<file path="config.mk">
export PLATFORM = sky130hd
export DESIGN_NAME = g15_bit_timing
export DESIGN_NICKNAME = d
export VERILOG_FILES = /design/src/rtl/g15_bit_timing.sv
export SDC_FILE = /design/constraint.sdc
export NUM_CORES = 1
export LEC_CHECK = 0
export CAP_MARGIN = 20
export CORE_MARGIN = 2
export CORE_UTILIZATION = 30
export DETAILED_ROUTE_END_ITERATION = 7
export DONT_BUFFER_PORTS = 1
export GPL_TIMING_DRIVEN = 0
export SYNTH_ARGS = -nofsm -noshare
export SYNTH_HDL_FRONTEND = slang
export SYNTH_SLANG_ARGS = --single-unit
</file>
<file path="constraint.sdc">
create_clock -name clk -period 5.3 [get_ports clk]
set_input_delay 0.53 -clock clk [delete_from_list [all_inputs] [get_ports clk]]
set_output_delay 0.53 -clock clk [all_outputs]
set_load 0.01 [all_outputs]
</file>
<file path="src/rtl/g15_bit_timing.sv">
// g15_bit_timing: drum-timing generator that divides clk into bit times and counts bits and words.
//
// Optional build macro TIMING_STEP_EN adds the step_req input for single-step advance while run=0.
//
// Ports:
//   clk       in   system clock
//   rst       in   synchronous active-high reset
//   run       in   1 = timing advances, 0 = frozen
//   step_req  in   (TIMING_STEP_EN only) rising edge steps one bit time while run=0
//   bit_num   out  current bit time 0..BITS_PER_WORD-1
//   word_num  out  current word time 0..WORDS_PER_REV-1
//   bit_tick  out  one-cycle pulse on the first clk of each new bit time
//   mid_tick  out  one-cycle pulse at mid-bit
//   t0        out  bit_tick while bit_num==0
//   t28       out  bit_tick while bit_num==BITS_PER_WORD-1
//   rev_start out  t0 while word_num==0
//   word_even out  level, ~word_num[0]
module g15_bit_timing #(
    parameter int CLK_DIV       = 10,
    parameter int BITS_PER_WORD = 29,
    parameter int WORDS_PER_REV = 108
) (
    input  logic       clk,
    input  logic       rst,
    input  logic       run,
`ifdef TIMING_STEP_EN
    input  logic       step_req,
`endif
    output logic [4:0] bit_num,
    output logic [6:0] word_num,
    output logic       bit_tick,
    output logic       mid_tick,
    output logic       t0,
    output logic       t28,
    output logic       rev_start,
    output logic       word_even
);
    localparam int DW = (CLK_DIV > 2) ? $clog2(CLK_DIV) : 1;
    localparam logic [DW-1:0] DIV_LAST = DW'(CLK_DIV - 1);
    localparam logic [DW-1:0] DIV_MID = DW'(CLK_DIV / 2 - 1);
    localparam logic [4:0] BIT_LAST = 5'(BITS_PER_WORD - 1);
    localparam logic [6:0] WORD_LAST = 7'(WORDS_PER_REV - 1);

    generate
        if (CLK_DIV < 2) begin : g_bad_div
            $error("g15_bit_timing: CLK_DIV must be >= 2");
        end
    endgenerate

    logic [DW-1:0] div_cnt;
    logic          div_wrap;
    logic          adv;
    logic          step_fire;
    logic [4:0]    bit_nxt;
    logic [6:0]    word_nxt;

`ifdef TIMING_STEP_EN
    logic step_q;
    // Tracks step_req even during reset so a level held through reset is not seen as an edge.
    always_ff @(posedge clk) step_q <= step_req;
    assign step_fire = ~rst & ~run & step_req & ~step_q;
`else
    assign step_fire = 1'b0;
`endif

    always_comb begin
        div_wrap = div_cnt == DIV_LAST;
        adv      = (run & div_wrap) | step_fire;
        bit_nxt  = (bit_num == BIT_LAST) ? 5'd0 : bit_num + 5'd1;
        word_nxt = (bit_num != BIT_LAST) ? word_num : (word_num == WORD_LAST) ? 7'd0 : word_num + 7'd1;
    end

    // Reset parks the counters on the last bit of the last word so the first advance lands on bit 0 / word 0.
    always_ff @(posedge clk) begin
        if (rst) begin
            div_cnt   <= '0;
            bit_num   <= BIT_LAST;
            word_num  <= WORD_LAST;
            bit_tick  <= 1'b0;
            mid_tick  <= 1'b0;
            t0        <= 1'b0;
            t28       <= 1'b0;
            rev_start <= 1'b0;
        end else begin
            if (run)
                div_cnt <= div_wrap ? '0 : div_cnt + DW'(1);
            else if (step_fire)
                div_cnt <= '0;
            if (adv) begin
                bit_num  <= bit_nxt;
                word_num <= word_nxt;
            end
            // Strobes decode the incoming counter values so they coincide with bit_tick.
            bit_tick  <= adv;
            t0        <= adv & (bit_nxt == 5'd0);
            t28       <= adv & (bit_nxt == BIT_LAST);
            rev_start <= adv & (bit_nxt == 5'd0) & (word_nxt == 7'd0);
            mid_tick  <= run & (div_cnt == DIV_MID);
        end
    end

    assign word_even = ~word_num[0];
endmodule

</file>
==> key figures <==
Setup path
  – Cell breakdown of the critical path: inv_1 -> ha_1 -> nand4_2 -> or3_1 -> buf_2 -> a21o_1 -> a211o_1
  – Crit path DAT: 2.16 ns
  – Top cell family by delay on the critical path: simple AND/OR/NAND/NOR gates
  – Crit path buf inv count: 2
  – Crit start category: register
  – Critical path required time: 5.45 ns
  – Max FO, Critical Path: 6
  – CP max-delay cell: dfxtp_1
  – Crit. End Element: register
  – Worst path max stage delay: 0.40 ns
  – Setup Crit Path Kind: reg -> reg

Global routing
  – Total global-route track usage: 12.6%
  – Initial antenna violation count: 0
  – First-pass GRT wire length: 4.20 mm
  – Congestion Overflow GR: 0
  – Pin count of the biggest net entering global routing: 13
  – Vias in the first global route: 960

Flow run
  – Number of max-cap violations: 0

Detailed routing
  – Routed vias: 993
  – DRC: 0
  – Remaining antenna violation count after routing: 0
  – Initial drt markers: 32
  – Final wirelength: 2.47 mm
  – Avg WL per Cell: 13.4 um
  – Vias per inst: 5.40
  – Pre-Repair DR Iteration Count: 3

Place
  – Detailed placer's ending HPWL: 1.84 mm
  – Port bufs: 0
  – Dpl cell area: 1180 um2
  – Post-placement cell count: 180
  – GPL Wtd Cong: 0.865

Outcome
  – Status: finished, final reports clean

Finish
  – Syn-to-layout area delta: 9.49%
  – Design area: 1230 um2
  – Final Non-Filler Cells: 184
  – Final #Nets: 143
  – # fillers: 400
  – # diodes: 0
  – Fraction of layout cells with a size suffix above 1: 8.09%
  – Post-layout util: 33.8%

Clock tree
  – Clk_lat worst skew: 0.25 ns
  – CTS Hold Bufs: 0
  – TritonCTS clock tree: built
  – Postcts setup bufs: 0
  – CTS Buf Count: 3
  – Root buffer cell: clkbuf_8
  – CTS max path bufs: 2
  – Resized Gates After CTS: 0
  – Clk slew on worst S/H paths: 0.07 ns
  – CTS sink count: 21
  – H-tree level count: 1

Synth
  – Largest area contributor in the netlist: dfxtp_1
  – Seq/Total Area, Yosys: 37.5%
  – Most frequent cell after synthesis: dfxtp_1
  – Syn. warnings: 0
  – Post-synthesis register bit count: 21
  – Post-synthesis area per instance: 8.49 um2
  – Asr flop ratio synth: 0%
  – Top cells by area, synth: dfxtp_1, nor2_1, a211o_1
  – Syn nets: 138
  – Synth top cells by count: dfxtp_1, nor2_1, nand2_1, o21ai_0, a21oi_1
  – Yosys cell types: 42
  – Synth top area share: 37.5%
  – Synth Instances: 132
  – Post-synth EDFFs: 0
  – Synthesized cell area: 1120 um2
  – Ys flop type: dfxtp_1

Power
  – Pwr dens: 221 nW/um2
  – Leakage: 0.481 nW
  – Maximum vdd drop: 0.0000940 V
  – Total design power: 0.000271 W

STA
  – Final period utilization: 38.1%
  – Final setup violation count: 0
  – Setup Skew: 0.00244 ns
  – Fmax: 496 MHz
  – Slew Viols, Final: 0
  – Post-route setup TNS: 0 ns
  – Measured slew at the worst slew-check pin: 0.555 ns
  – Endpoints failing hold: 0
  – Fin crit period: 2.02 ns
  – RSZ-0062 raised after global routing: false
  – Slew headroom: 62.7%

Floorplan
  – IO Pins: 21
  – Initial Util: 30.9%
  – Die width: 65.1 um
  – Die Span Y: 65.1 um
  – Cell row count: 22
  – Core Area: 3630 um2
  – Die Area: 4240 um2

Hold path
  – Hold Path Class: in -> reg
[cells by family (layout without fill, tap and decap cells)]
group                    Yosys count  in the layout  share of synthesized area, %
AO/OA/AOI/OAI                     32             32                          19.9
XOR/XNOR                           5              5                          3.91
adder cells (fa/ha/maj)            3              3                          3.35
buffers and inverters             11             15                          4.13
flip-flops                        21             21                          37.5
multiplexers                       3              3                          2.68
AND/OR/NAND/NOR                   57             57                          28.6
[sequential cells by signal (all words and copies together), names as in the netlist]
name / count
word_num: 7
bit_num: 5
div_cnt: 4
bit_tick: 1
mid_tick: 1
rev_start: 1
t0: 1
t28: 1
[through the flow]
step,hold slack (ns),setup WS (ns)
6_report,0.444,3.28
5_1_grt,0.454,3.14
4_1_cts,0.440,3.28
3_5_place_dp,0.512,3.29
3_3_place_gp,0.485,3.34
2_1_floorplan,0.462,3.49
[final timing paths]
kind | to | cells after the start | startpoint | slack [ns]
worst max-delay path | word_num[6]$_SDFFE_PP1P_ | 7 | bit_num[0]$_SDFFE_PP0P_ | 3.28
worst min-delay path | div_cnt[0]$_SDFFE_PP0P_ | 2 | run | 0.44
worst max register to register | word_num[6]$_SDFFE_PP1P_ | 7 | bit_num[0]$_SDFFE_PP0P_ | 3.28
worst min register to register | mid_tick$_SDFF_PP0_ | 1 | div_cnt[3]$_SDFFE_PP0P_ | 0.51
[power breakdown]
group,switching (W),internal (W),leakage [nW]
Clock,0.0000489,0.0000522,0.0255
Combinational,0.00000528,0.00000340,0.286
Sequential,0.00000226,0.000159,0.170
[cell type report]
cell class	count	area (um2)	area share, %
multi-input cells	100	654	53.3
flip-flops and latches	21	420	34.3
well taps	48	60.1	4.89
clock buffers	3	41.3	3.36
plain buffers	6	27.5	2.24
inverters	5	18.8	1.53
clock inverters	1	5.00	0.408
[cells in the final DEF, fill, tap and decap left out, drive strengths merged, types with 4 or more instances in the layout]
master,count
a211o,6
clkbuf,6
nand3,4
dfxtp,21
nand2,9
xor2,4
o21ai,8
nor2,18
a21oi,6
inv,5
[routing by layer]
layer	part of all wire (%)	track usage [%]	vias to the layer above
met1	45	15.2	490
met5	0	0	-
met3	5.3	3.08	2
li1	-	-	485
met2	48	21.4	16
met4	1.1	5.47	0
No activity file was read; power rests on OpenSTA's default activity.
